$ cat src/rtl/sender_arbiter.sv
// sender_arbiter: round-robin arbiter that sequences byte requesters onto one serial sender.
// Optional Acks timeout in WAIT_HI is built when SENDER_ARB_TIMEOUT_EN is defined.
module sender_arbiter #(
  parameter int N_REQ       = 4,
  parameter int GAP_CYCLES  = 1,
  parameter int ACK_TIMEOUT = 4
) (
  input  logic                     clks,
  input  logic                     resets_n,
  input  logic [N_REQ-1:0]         req,
  input  logic [N_REQ*8-1:0]       req_data,
  output logic [N_REQ-1:0]         grant,
  output logic                     send,
  output logic [7:0]               char_to_send,
  input  logic                     Acks,
  output logic                     busy,
  output logic [$clog2(N_REQ)-1:0] owner,
  output logic                     timeout_err
);
  localparam int OW = $clog2(N_REQ);
  localparam int GW = GAP_CYCLES > 1 ? $clog2(GAP_CYCLES) : 1;

  typedef enum logic [1:0] {IDLE, WAIT_HI, WAIT_LO, GAP} state_t;

  state_t            r_state, w_next;
  logic [OW-1:0]     r_owner, w_win, w_idx;
  logic [N_REQ-1:0]  r_grant;
  logic [7:0]        r_char;
  logic [GW-1:0]     r_gap;
  logic              r_send, w_issue, w_to;

  assign w_issue      = r_state == IDLE && |req && !Acks;
  assign grant        = r_grant;
  assign send         = r_send;
  assign char_to_send = r_char;
  assign owner        = r_owner;
  assign busy         = r_state != IDLE;

  // descending scan so the nearest requester after owner is the last assignment
  always_comb begin
    w_win = r_owner;
    w_idx = r_owner;
    for (int k = N_REQ; k >= 1; k--) begin
      w_idx = OW'((int'(r_owner) + k) % N_REQ);
      if (req[w_idx]) w_win = w_idx;
    end
  end

  always_comb begin
    w_next = r_state;
    case (r_state)
      IDLE:    w_next = w_issue ? WAIT_HI : IDLE;
      WAIT_HI: w_next = Acks ? WAIT_LO : w_to ? IDLE : WAIT_HI;
      WAIT_LO: w_next = Acks ? WAIT_LO : GAP_CYCLES == 0 ? IDLE : GAP;
      GAP:     w_next = r_gap == '0 ? IDLE : GAP;
      default: w_next = IDLE;
    endcase
  end

  always_ff @(posedge clks or negedge resets_n) begin
    if (!resets_n) begin
      r_state <= IDLE;
      r_send  <= 1'b0;
      r_grant <= '0;
      r_char  <= 8'h00;
      r_owner <= OW'(N_REQ - 1);
      r_gap   <= '0;
    end else begin
      r_state <= w_next;
      r_send  <= w_issue;
      r_grant <= w_issue ? N_REQ'(1) << w_win : '0;
      if (w_issue) begin
        r_char  <= req_data[8*w_win +: 8];
        r_owner <= w_win;
      end
      if (r_state == WAIT_LO) r_gap <= GW'(GAP_CYCLES - 1);
      else if (r_state == GAP) r_gap <= r_gap - 1'b1;
    end
  end

`ifdef SENDER_ARB_TIMEOUT_EN
  localparam int TW = $clog2(ACK_TIMEOUT + 1);
  logic [TW-1:0] r_to;
  logic          r_err;
  assign w_to        = r_state == WAIT_HI && !Acks && r_to == TW'(ACK_TIMEOUT);
  assign timeout_err = r_err;
  always_ff @(posedge clks or negedge resets_n) begin
    if (!resets_n) begin
      r_to  <= '0;
      r_err <= 1'b0;
    end else begin
      r_to <= w_issue ? '0 : r_state == WAIT_HI ? r_to + 1'b1 : r_to;
      if (w_to) r_err <= 1'b1;
    end
  end
`else
  assign w_to        = 1'b0;
  assign timeout_err = 1'b0;
`endif
endmodule
$ cat config.mk
export PLATFORM = sky130hd
export DESIGN_NAME = sender_arbiter
export DESIGN_NICKNAME = d
export VERILOG_FILES = /design/src/rtl/sender_arbiter.sv
export SDC_FILE = /design/constraint.sdc
export NUM_CORES = 1
export LEC_CHECK = 0
export CORE_MARGIN = 5
export CORE_UTILIZATION = 45
export CTS_CLUSTER_SIZE = 8
export DETAILED_ROUTE_END_ITERATION = 8
export DONT_BUFFER_PORTS = 1
export PLACE_DENSITY = 0.65
export SLEW_MARGIN = 25
export SYNTH_ARGS = -nofsm -noshare
export SYNTH_HDL_FRONTEND = slang
export SYNTH_SLANG_ARGS = --single-unit
$ cat constraint.sdc
create_clock -name clks -period 1.7 [get_ports clks]
set_input_delay 0.255 -clock clks [delete_from_list [all_inputs] [get_ports clks]]
set_output_delay 0.255 -clock clks [all_outputs]
set_load 0.005 [all_outputs]
### Yosys cells after proc, flatten, opt, wreduce, memory -nomap -nowiden

Index checks and enable logic that the tools add are counted.

| storage, ports and cells | value |
|---|---|
| register bits | 18 |
| bits in latches | 0 |
| RAM bits | 0 |
| bits in read-only memories | 0 |
| input bits | 39 |
| output and inout port bits | 17 |
| word-level logic and storage cells | 47 |
| memories kept | 0 |

| operators by class | value |
|---|---|
| add/sub/neg operators | 5 |
| multiply operators | 0 |
| div/mod/pow operators | 0 |
| $lt $le $gt $ge | 4 |
| equality and inequality tests | 3 |
| shift operators | 2 |
| muxes and demuxes | 20 |
| bitwise gates (word level) | 0 |
| reductions and logical operators | 7 |

Operators with widths:

| cell | count |
|---|---|
| 32-bit by 6-bit indexed part select with 8-bit output | 1 |
| 2-bit by 3-bit less-than comparator with 1-bit output (second input constant) | 4 |
| 2-bit 2-to-1 mux | 6 |
| 1-bit binary-select mux with 2-bit select | 4 |
| 1-bit 2-to-1 mux | 8 |
| 2-bit case mux with 4 select lines | 1 |
| 2-bit by 1-bit adder with 2-bit output (second input constant) | 2 |
| 2-bit adder (second input constant) | 2 |
| 2-bit == test (second input constant) | 2 |
| 4-bit 2-to-1 mux | 1 |
| 2-bit nonzero test | 2 |
| 4-bit OR reduction | 1 |
| 1-bit by 2-bit left shift with 4-bit output (first input constant) | 1 |
| 2-bit by 1-bit == test with 1-bit output (second input constant) | 1 |
| 1-bit logical AND | 2 |
| 2-bit zero test | 1 |
| 1-bit zero test | 1 |
| 1-bit subtractor (second input constant) | 1 |

### Longest topological paths before layout

Gate-level depths: netlist (run 1).

| depth | value |
|---|---|
| depth after elaboration | 9 |
| gate-level depth with buffers | 7 |
| gate-level depth less buffers | 6 |

### Worst setup path before layout (run 1)

OpenSTA, ideal clock, no wires.

| path | value |
|---|---|
| path kind | register to register |
| from | register r_owner[1] (netlist: owner[1]) |
| to | register r_char[3] (netlist: char_to_send[3]) |
| setup time | 138 ps |
| arrival time | 1,473 ps |
| required time | 1,562 ps |
| slack | 90 ps |
| cell stages (with the launch flop) | 8 |
| buffers on the path | 2 |
| period minus slack after synthesis | 1,610 ps |
| cells stage by stage | dfstp_2 -> buf_6 -> mux2i_1 -> a21oi_1 -> o21ai_2 -> buf_4 -> mux2i_1 -> o221ai_1 |

| on the way | value |
|---|---|
| longest elaborated chain between the ends | 8 |
| elaborated cells on any way between the ends | 17 |
| classes of those cells | add/sub: 4; shift: 1; mux: 12 |

Ends and longest elaborated chain:

| element | line | text |
|---|---|---|
| start: declaration | 26 | `logic [OW-1:0] r_owner, w_win, w_idx;` |
| start signal: assignment | 66 | `r_owner <= OW'(N_REQ - 1);` |
| start signal: assignment | 74 | `r_owner <= w_win;` |
| 2-bit by 1-bit adder with 2-bit output | 44 | `w_idx = OW'((int'(r_owner) + k) % N_REQ);` |
| 1-bit binary-select mux with 2-bit select | 45 | `if (req[w_idx]) w_win = w_idx;` |
| 1-bit 2-to-1 mux (not written as such) | 45 |  |
| 2-bit 2-to-1 mux (3 in series) | 45 |  |
| 2-bit 2-to-1 mux * | 45 |  |
| 32-bit by 6-bit indexed part select with 8-bit output * | 73 | `r_char <= req_data[8*w_win +: 8];` |
| end signal: assignment | 73 |  |
| end: declaration | 28 | `logic [7:0] r_char;` |

Mark *: on every way between the ends. The rest lies on a longest branch, timed or not. The select of a mux whose other input is x is not followed.
A chain may end at the register's enable or synchronous reset.

### Worst setup path after layout (run 1)

| path | value |
|---|---|
| from | register r_owner[1] (netlist: owner[1]) |
| to | register r_char[5] (netlist: char_to_send[5]) |

Same word-level chain as after synthesis.

==> results of run 1 <==
-- synthesized netlist by cell type --
library cell | count | area, sq um
nand2_4 | 1 | 11.3
buf_4 | 2 | 15.0
nor2_1 | 4 | 15.0
o221ai_1 | 8 | 70.1
dfstp_2 | 2 | 52.6
a22oi_1 | 1 | 7.51
nor4_1 | 1 | 6.26
o21a_1 | 1 | 7.51
buf_6 | 3 | 33.8
nor3b_2 | 1 | 12.5
nand2b_1 | 1 | 6.26
a21oi_1 | 3 | 15.0
nand2_8 | 1 | 20.0
or3_1 | 1 | 6.26
o21ai_2 | 1 | 8.76
and3_2 | 2 | 15.0
inv_2 | 1 | 3.75
a211oi_1 | 1 | 7.51
a211o_2 | 1 | 10.0
nand2_1 | 12 | 45.0
dfrtp_1 | 16 | 400
clkinv_8 | 1 | 16.3
nor2_4 | 1 | 11.3
mux2i_1 | 18 | 180
inv_1 | 2 | 7.51
a221oi_1 | 1 | 8.76
o21ai_0 | 2 | 10.0
conb_1 | 1 | 3.75
or2_1 | 1 | 6.26
-- registers in the layout (all words and copies together) (netlist names) --
signal / count
char_to_send: 8
grant: 4
owner: 2
r_gap: 1
r_state: 2
send: 1
-- per-layer routing --
| layer | GRT usage | wire (um) |
|---|---|---|
| met5 | 0 | 0 |
| met4 | 0.0298 | 0 |
| met3 | 0.0475 | 158 |
| met2 | 0.229 | 1150 |
| met1 | 0.155 | 834 |
-- metrics by stage --
step | hold WS, ns | total power [mW] | std cells
finish | 0.0631 | 1.85 | 124
global route | 0.0451 | 1.98 | 124
CTS | 0.0540 | 1.87 | 124
detailed placement | -0.0399 | 1.60 | 119
global placement | -0.0400 | 1.56 | 119
floorplan | -0.0406 | 1.43 | 91
-- cells by family (layout without fill, tap and decap cells) --
group	count (synthesis)	in the layout	synth area share
compound gates	19	19	0.143
simple gates	26	26	0.153
flops	18	18	0.447
mux	18	18	0.178
buf+inv	9	14	0.0753
other cells	1	1	0.00370
-- worst max-delay path by stage --
| stage | endpoint | from | depth (start not counted) |
|---|---|---|---|
| 2_1_floorplan | char_to_send[3]$_DFFE_PN0P_ | owner[1]$_DFFE_PN1P_ | 7 |
| 3_3_place_gp | char_to_send[2]$_DFFE_PN0P_ | owner[1]$_DFFE_PN1P_ | 6 |
| 3_5_place_dp | char_to_send[5]$_DFFE_PN0P_ | owner[1]$_DFFE_PN1P_ | 6 |
| 4_1_cts | char_to_send[5]$_DFFE_PN0P_ | owner[1]$_DFFE_PN1P_ | 6 |
| 5_1_grt | char_to_send[5]$_DFFE_PN0P_ | owner[1]$_DFFE_PN1P_ | 6 |
| 6_report | char_to_send[5]$_DFFE_PN0P_ | owner[1]$_DFFE_PN1P_ | 6 |
-- timing repair --
item | CTS | global route
hold endpoints to repair | 18 | 0
hold buffers | 1 | 0
buffers inserted | 0 | 0
resized for setup | 0 | 0
endpoints found under the setup margin | 0 | 5
-- cell usage in the layout, fill, tap and decap left out, types with 2 or more instances in the layout --
master     n
a21oi_1    3
and3_2     2
buf_4      4
clkbuf_4   3
dfrtp_1   16
dfstp_2    2
inv_1      2
mux2i_1   18
nand2_1   12
nor2_1     4
o21ai_0    2
o221ai_1   8
-- area by class of cell --
class	count	area, sq um
Timing Repair Buffer	6	60.1
Sequential cell	18	453
Tap cell	28	35.0
Fill cell	198	1090
Multi-Input combinational cell	64	484
Inverter	4	27.5
Clock buffer	4	36.3
-- where the power goes --
part / switching [mW] / internal [mW] / leakage (nW) / total, mW
clock network: 0.132 / 0.130 / 0.0210 / 0.262
registers: 0.162 / 0.611 / 0.226 / 0.773
logic: 0.414 / 0.396 / 0.279 / 0.811
total: 0.709 / 1.14 / 0.526 / 1.85
==> summary.txt, run 1 <==
Run status
  – Status: completed

Timing
  – Final WS setup: approximately 0.054 ns
  – Setup-failing EPs final: 0
  – FMAX: 607 MHz
  – Crit share post-route: 0.968
  – Unrepaired setup endpoints after global routing: true
  – Min cycle time layout: between 1.5 and 2 ns
  – Endpoints failing hold: 0
  – Max transition margin: 0.454
  – Max Transition Viols Final: 0
  – Worst slew pin tran: just over 0.8 ns
  – Setup_tns: 0 ns
  – Clock skew: 0.00274 ns

Floorplanning
  – Die ar.: 3300 sq um
  – Initial core utilization: 0.463
  – Std-Cell Rows: 17
  – Core area: 2190 sq um
  – I/O pins: 56
  – Width of the chip: 57.5 um
  – Die Y: between 50 and 60 um

Placed design
  – DP Worst Slack: ~0.052 ns
  – Hpwl dp: 1.67 mm
  – Placed cell area: ~1000 sq um
  – Port bufs: 0
  – GP Congestion: 0.676

Detailed routing
  – Routed vias: between 700 and 800
  – DRC errors left: 0
  – Initial DRC Count: 6
  – Routed WL per cell: approximately 17 um
  – Overall routed net length: around 2.1 mm
  – Router iterations before antenna repair: 4
  – Final ANT Viol Nets: 0
  – Vias/cell: roughly 5.8

Setup path
  – CP peak stage delay: roughly 0.60 ns
  – CP top delay family: flip-flops
  – Critical-path top delay cell: dfstp_2
  – Worst flop-to-flop path startpoint: owner[1]$_DFFE_PN1P_
  – Crit path kind: register to register
  – Reg2Reg Setup Slack: ~0.054 ns
  – Crit end category: register
  – Buf/Inv on CP: 1
  – Reg2reg path depth: 6
  – FF-to-FF End: char_to_send[5]$_DFFE_PN0P_
  – CP Max Fanout: 21
  – Required @ worst endpoint: between 1.5 and 2 ns
  – Critical path, cell by cell: mux2i_1, a21oi_1, o21ai_2, buf_12, mux2i_1, o221ai_1
  – Crit path launch type: register
  – CP arrival: between 1.5 and 2 ns
  – Most used cell, CP: mux2i_1

Hold path
  – WHS Path Cells: 1
  – Hold Startpoint: Acks
  – Hold Path Sink: r_state[0]$_DFF_PN0_
  – Min-Delay Path Class: input port to register

CTS
  – TritonCTS Buffers: 3
  – Clk_lat worst skew: a little under 0.3 ns
  – Clock transition at path regs: around 0.1 ns
  – CTS max path bufs: 2
  – H-Tree Depth: 1
  – TritonCTS clock tree: done
  – Clock root buffer: clkbuf_4
  – Clock sinks: 18

Pwr
  – VDD IR max: around 0.78 mV
  – Cell area power density: about 1700 nW/um^2
  – Leakage: ~0.53 nW

Synth
  – Syn_area_per_cell: 11.1 sq um
  – Yosys warns: 0
  – Synth cell types: 29
  – Yosys reg bits: 18
  – Seq/Total Area, Yosys: 0.447
  – Synth Instances: a little over 90
  – Post-synthesis net count: 130
  – Syn Std Cell Area: about 1000 sq um

Global routing
  – Tot GR Track Use: 0.132
  – First-pass GRT wire length: roughly 3.5 mm
  – Grt total ovfl: 0
  – Vias in the first global route: between 700 and 800
  – Largest net degree at the start of global routing: 22
  – Initial antenna violation count: 0

Job
  – Max Cap Viol: 0

Layout
  – Ant. Diodes: 0
  – Final core occ: 0.500
  – Share of post-route cells with drive strength above 1: 0.219
  – Final Cell Area: 1100 sq um
  – Final Net Count: 136
  – Area growth, synth to finish: 8.15%
No activity file was read; power rests on OpenSTA's default activity.
==> inputs of run 2 (changes only) <==
--- a/config.mk
+++ b/config.mk
@@ -6,11 +6,11 @@
 export NUM_CORES = 1
 export LEC_CHECK = 0
 export CORE_MARGIN = 5
-export CORE_UTILIZATION = 45
+export CORE_UTILIZATION = 54
 export CTS_CLUSTER_SIZE = 8
 export DETAILED_ROUTE_END_ITERATION = 8
 export DONT_BUFFER_PORTS = 1
-export PLACE_DENSITY = 0.65
+export PLACE_DENSITY = 0.75
 export SLEW_MARGIN = 25
 export SYNTH_ARGS = -nofsm -noshare
 export SYNTH_HDL_FRONTEND = slang
==> run 2 against run 1 <==
Effect of this change:
- maximum frequency shrank 1.2%
- sequential share of layout area grew 0.43 points
- clock skew shrank 0.0021 ns
- largest power group unchanged
- worst hold slack gained 0.0025 ns
- die area shrank 14%
- routed wire length shrank 5.6%
- setup slack lost 0.019 ns
- clock-buffer cell count is the same
- utilization grew 11 points
- cell area shrank 1.0%
==> summary.txt, run 2 (synthesis results as in run 1) <==
Detailed routing
  – Router iterations before antenna repair: 5 (was 4)
  – Overall routed net length: 2.02 mm (was 2.14 mm)
  – Routed vias: 709 (was 719)
  – DRC errors left: 0 (unchanged)
  – Routed WL per cell: 16.8 um (was 17.3 um)
  – Final ANT Viol Nets: 0 (unchanged)
  – Initial DRC Count: 7 (was 6)
  – Vias/cell: 5.91 (was 5.80)

CTS
  – Clock sinks: 18 (unchanged)
  – H-Tree Depth: 1 (unchanged)
  – Clk_lat worst skew: 0.29 ns (about the same)
  – Clock transition at path regs: 0.10 ns (about the same)
  – Post_cts resized: 0 (unchanged)
  – CTS max path bufs: 2 (unchanged)
  – TritonCTS Buffers: 3 (unchanged)
  – TritonCTS clock tree: done (unchanged)
  – Setup bufs post-CTS: 0 (unchanged)
  – Clock root buffer: clkbuf_4 (unchanged)

Timing
  – Max transition margin: 0.492 (was 0.454)
  – Crit share post-route: 0.980 (was 0.968)
  – FMAX: 600 MHz (was 607 MHz)
  – Unrepaired setup endpoints after global routing: true (unchanged)
  – Final WS setup: 0.0345 ns (was 0.0537 ns)
  – Clock skew: 0.000638 ns (was 0.00274 ns)
  – Setup_tns: 0 ns (unchanged)
  – Endpoints failing hold: 0 (unchanged)
  – Max Transition Viols Final: 0 (unchanged)
  – Worst slew pin tran: 0.760 ns (was 0.817 ns)
  – Setup-failing EPs final: 0 (unchanged)
  – Min cycle time layout: 1.67 ns (was 1.65 ns)

Layout
  – Fillers: 163 (was 198)
  – Register area: 453 sq um (unchanged)
  – Area growth, synth to finish: 7.04% (was 8.15%)
  – Final Net Count: 135 (was 136)
  – Final Cell Area: 1080 sq um (was 1100 sq um)
  – Share of post-route cells with drive strength above 1: 0.211 (was 0.219)
  – Most common cell after layout, fill and taps aside: mux2i_1 (unchanged)
  – Multi-input gate area: 484 sq um (unchanged)
  – Ant. Diodes: 0 (unchanged)
  – Commonest cells after routing, fill and taps aside: 18 x mux2i_1, 16 x dfrtp_1, 12 x nand2_1 (unchanged)
  – Max reg flops: 8 (unchanged)

Floorplanning
  – Core area: 1760 sq um (was 2190 sq um)
  – Std-Cell Rows: 15 (was 17)
  – I/O pins: 56 (unchanged)
  – Width of the chip: 53.3 um (was 57.5 um)
  – Initial core utilization: 0.574 (was 0.463)
  – Die ar.: 2840 sq um (was 3300 sq um)
  – Die Y: 53.3 um (was 57.5 um)

Setup path
  – Crit end category: register (unchanged)
  – Most used cell, CP: mux2i_1 (unchanged)
  – CP arrival: 1.83 ns (was 1.81 ns)
  – Crit path kind: register to register (unchanged)
  – Critical path, cell by cell: mux2i_1, a21oi_1, o21ai_2, buf_12, mux2i_1, o221ai_1 (unchanged)
  – CP peak stage delay: 0.60 ns (about the same)
  – Reg2reg path depth: 6 (unchanged)
  – CP Max Fanout: 21 (unchanged)
  – Critical-path top delay cell: dfstp_2 (unchanged)
  – Required @ worst endpoint: 1.86 ns (about the same)
  – FF-to-FF End: char_to_send[7]$_DFFE_PN0P_ (was char_to_send[5]$_DFFE_PN0P_)
  – Crit path launch type: register (unchanged)
  – Reg2Reg Setup Slack: 0.03 ns (was 0.05 ns)
  – Worst flop-to-flop path startpoint: owner[1]$_DFFE_PN1P_ (unchanged)

Placed design
  – DP Worst Slack: 0.0310 ns (was 0.0524 ns)
  – Hpwl dp: 1.62 mm (was 1.67 mm)
  – Port bufs: 0 (unchanged)
  – Placed cell area: 1040 sq um (was 1050 sq um)
  – GP Congestion: 0.713 (was 0.676)

Global routing
  – Initial antenna violation count: 0 (unchanged)
  – Tot GR Track Use: 0.152 (was 0.132)
  – Grt total ovfl: 0 (unchanged)
  – Largest net degree at the start of global routing: 22 (unchanged)
  – First-pass GRT wire length: 3.13 mm (was 3.46 mm)
  – Vias in the first global route: 733 (was 770)

Pwr
  – Cell area power density: 1690 nW/um^2 (was 1680 nW/um^2)
  – Tot Pwr: 1.83 mW (was 1.85 mW)
  – Leakage: 0.522 nW (was 0.526 nW)
  – VDD IR max: 1.41 mV (was 0.777 mV)

Hold path
  – Hold Startpoint: Acks (unchanged)
  – Min-Delay Path Class: input port to register (unchanged)
  – Hold Path Sink: r_state[0]$_DFF_PN0_ (unchanged)
  – WHS Path Cells: 1 (unchanged)

Run status
  – Status: completed (unchanged)

Job
  – Max Cap Viol: 0 (unchanged)
[run 2: layer usage]
metal	wire length (um)	vias up	global-route usage
met2	1070	34	0.282
met3	175	2	0.0535
met5	0	-	0
li1	-	337	-
met4	17	0	0.0383
met1	757	336	0.161
[run 2: stage by stage]
stage / utilization / cells / hold slack, ns
floorplan: - / 91 / -0.0406
global placement: 0.589 / 115 / -0.0400
detailed placement: 0.589 / 115 / -0.0401
CTS: 0.615 / 120 / 0.0595
global route: 0.615 / 120 / 0.0475
finish: 0.615 / 120 / 0.0656
[run 2: worst max path at each step]
stage / cells past startpoint / endpoint / startpoint
floorplan: 7 / char_to_send[3]$_DFFE_PN0P_ / owner[1]$_DFFE_PN1P_
global placement: 6 / char_to_send[7]$_DFFE_PN0P_ / owner[1]$_DFFE_PN1P_
detailed placement: 6 / char_to_send[7]$_DFFE_PN0P_ / owner[1]$_DFFE_PN1P_
CTS: 6 / char_to_send[7]$_DFFE_PN0P_ / owner[1]$_DFFE_PN1P_
global route: 6 / char_to_send[2]$_DFFE_PN0P_ / owner[1]$_DFFE_PN1P_
finish: 6 / char_to_send[7]$_DFFE_PN0P_ / owner[1]$_DFFE_PN1P_
[run 2: power breakdown]
part           total [mW]  switching [mW]  internal (mW)
logic               0.795           0.406          0.388
clock network       0.259           0.128          0.130
registers           0.778           0.167          0.611
total                1.83           0.702           1.13
[run 2: timing repair]
action,CTS,global route
hold endpoints to repair,18,0
hold buffers,1,0
setup endpoints to repair,0,8
[run 2: area by class of cell]
| class | instances | area share |
|---|---|---|
| clock buffers | 4 | 0.0334 |
| inverters | 4 | 0.0254 |
| multi-input cells | 64 | 0.446 |
| flip-flops and latches | 18 | 0.418 |
| well taps | 25 | 0.0288 |
| repair buffers | 5 | 0.0484 |
[run 2: critical path, delay by kind of cell (launching register included)]
| kind | cells | cell delay, ns |
|---|---|---|
| flops | 1 | 0.60 |
| mux | 2 | 0.42 |
| compound gates | 3 | 0.32 |
| buf+inv | 1 | 0.20 |
==> inputs of run 3 (changes only) <==
--- a/config.mk
+++ b/config.mk
@@ -10,6 +10,7 @@
 export CTS_CLUSTER_SIZE = 8
 export DETAILED_ROUTE_END_ITERATION = 8
 export DONT_BUFFER_PORTS = 1
+export GPL_TIMING_DRIVEN = 0
 export PLACE_DENSITY = 0.75
 export SLEW_MARGIN = 25
 export SYNTH_ARGS = -nofsm -noshare
==> run 3 against run 2 <==
Effect of this change:
- critical endpoint unchanged
- critical path type unchanged
- sequential power shrank 0.6%
- sequential cell count unchanged
- cell area is 7.4% higher
- die area is the same
- first-iteration DRC count is 43% lower
- the flow now finishes with violations (setup timing)
- final cell count grew 5.0%
- clock power decreased by 20%
- utilization is 4.5 points higher
==> summary.txt, run 3 (synthesis results as in run 1) <==
Timing
  – Worst slew pin tran: 0.765 ns (was 0.760 ns)
  – Crit share post-route: 1.01 (was 0.980)
  – FMAX: 580 MHz (was 600 MHz)
  – Fin Hold WS: 0.0680 ns (was 0.0656 ns)
  – Setup-failing EPs final: 5 (was 0)
  – Max Transition Viols Final: 0 (unchanged)
  – Unrepaired setup endpoints after global routing: true (unchanged)
  – Final WS setup: -0.0242 ns (was 0.0345 ns)
  – Min cycle time layout: 1.72 ns (was 1.67 ns)
  – Max transition margin: 0.488 (was 0.492)
  – Endpoints failing hold: 0 (unchanged)
  – Clock skew: 0.00767 ns (was 0.000638 ns)

Job
  – Max Cap Viol: 0 (unchanged)

Layout
  – Commonest cells after routing, fill and taps aside: 16 x mux2i_1, 16 x dfrtp_1, 12 x nand2_1 (was 18 x mux2i_1, 16 x dfrtp_1, 12 x nand2_1)
  – Area growth, synth to finish: 14.9% (was 7.04%)
  – Fillers: 151 (was 163)
  – Share of post-route cells with drive strength above 1: 0.287 (was 0.211)
  – Ant. Diodes: 0 (unchanged)
  – Multi-input gate area: 523 sq um (was 484 sq um)
  – Final Net Count: 141 (was 135)
  – Register area: 453 sq um (unchanged)
  – Max reg flops: 8 (unchanged)

Setup path
  – Crit end category: register (unchanged)
  – CP Max Fanout: 7 (was 21)
  – CP arrival: 1.89 ns (was 1.83 ns)
  – Crit path kind: register to register (unchanged)
  – Required @ worst endpoint: 1.86 ns (about the same)
  – Crit path launch type: register (unchanged)

CTS
  – H-Tree Depth: 1 (unchanged)
  – Clock sinks: 18 (unchanged)
  – Clock transition at path regs: 0.10 ns (about the same)
  – Clk_lat worst skew: 0.28 ns (was 0.29 ns)
  – TritonCTS clock tree: done (unchanged)
  – TritonCTS Buffers: 3 (unchanged)
  – CTS max path bufs: 2 (unchanged)
  – Clock root buffer: clkbuf_4 (unchanged)

Placed design
  – DP Worst Slack: -0.115 ns (was 0.0310 ns)
  – Port bufs: 0 (unchanged)
  – Hpwl dp: 1.65 mm (was 1.62 mm)
  – GP Congestion: 0.716 (was 0.713)

Detailed routing
  – Routed WL per cell: 17.4 um (was 16.8 um)
  – Final ANT Viol Nets: 0 (unchanged)
  – Router iterations before antenna repair: 3 (was 5)
  – Vias/cell: 5.97 (was 5.91)
  – Routed vias: 752 (was 709)
  – Overall routed net length: 2.19 mm (was 2.02 mm)
  – Initial DRC Count: 4 (was 7)
  – DRC errors left: 0 (unchanged)

Pwr
  – Leakage: 0.549 nW (was 0.522 nW)
  – Cell area power density: 1690 nW/um^2 (about the same)
  – VDD IR max: 0.900 mV (was 1.41 mV)

Global routing
  – First-pass GRT wire length: 3.43 mm (was 3.13 mm)
  – Grt total ovfl: 0 (unchanged)
  – Tot GR Track Use: 0.168 (was 0.152)
  – Largest net degree at the start of global routing: 19 (was 22)
  – Initial antenna violation count: 0 (unchanged)
  – Vias in the first global route: 766 (was 733)

Floorplanning
  – Core area: 1760 sq um (unchanged)
  – Std-Cell Rows: 15 (unchanged)
  – Width of the chip: 53.3 um (unchanged)
  – Initial core utilization: 0.574 (unchanged)
  – Die ar.: 2840 sq um (unchanged)
  – Die Y: 53.3 um (unchanged)
  – I/O pins: 56 (unchanged)

Run status
  – Status: finished with violations (was completed)
  – Failing checks: setup timing

Hold path
  – Min-Delay Path Class: input port to register (unchanged)
-- run 3: cell types whose count changed in the layout (fill, tap and decap cells not counted), sizes merged --
cell	delta
buf	+6
-- run 3: final cells by class --
class | instances | area share
inverter | 4 | 0.0236
timing repair buffer | 6 | 0.0440
buffer | 5 | 0.0451
multi-input combinational | 64 | 0.449
sequential | 18 | 0.389
tap | 25 | 0.0269
clock buffer | 4 | 0.0226
-- run 3: per-stage QoR --
step | cell area, sq um | instances | utilization | TNS [ns] | total power, mW
finish | 1160 | 126 | 0.660 | -0.0708 | 1.97
global route | 1160 | 126 | 0.660 | -0.744 | 2.12
CTS | 1130 | 126 | 0.638 | -0.310 | 1.91
detailed placement | 1040 | 116 | 0.592 | -0.574 | 1.58
global placement | 1040 | 116 | 0.592 | -0.100 | 1.55
floorplan | 1010 | 91 | - | 0 | 1.43
-- run 3: critical path, stage by stage (launching register included) --
cell	delay, ns
dfstp_2	0.56
buf_6	0.12
mux2i_4	0.22
a21oi_2	0.09
o21ai_4	0.11
buf_6	0.18
mux2i_1	0.20
o221ai_1	0.13
-- run 3: final timing paths --
kind / start / end / slack (ns) / cells past startpoint
min in group asynchronous: resets_n / r_gap$_DFFE_PN0P_ / 0.48 / 1
max in group asynchronous: resets_n / char_to_send[1]$_DFFE_PN0P_ / 0.74 / 1
hold / removal: Acks / r_state[0]$_DFF_PN0_ / 0.07 / 1
setup reg to reg: owner[1]$_DFFE_PN1P_ / char_to_send[7]$_DFFE_PN0P_ / -0.02 / 7
setup / recovery: owner[1]$_DFFE_PN1P_ / char_to_send[7]$_DFFE_PN0P_ / -0.02 / 7
hold reg to reg: r_gap$_DFFE_PN0P_ / r_gap$_DFFE_PN0P_ / 0.51 / 1
-- run 3: what timing repair did --
action                                  4_1_cts  5_1_grt
endpoints found under the hold margin        18        0
buffers inserted                              4        0
gates resized for setup                       3        7
hold buffers                                  1        0
pin swaps                                     6        4
cloned                                        1        0
endpoints found under the setup margin        8       11
-- run 3: layer usage --
layer	GRT usage	up-vias	share of wire
li1	-	352	-
met1	0.201	372	0.40
met4	0.0340	0	0.0055
met3	0.0620	2	0.058
met2	0.286	26	0.54
met5	0	-	0
-- run 3: where the power goes --
group          internal, mW  switching (mW)
Clock                0.0909           0.116
Sequential            0.611           0.162
Combinational         0.506           0.486
Total                  1.21           0.765
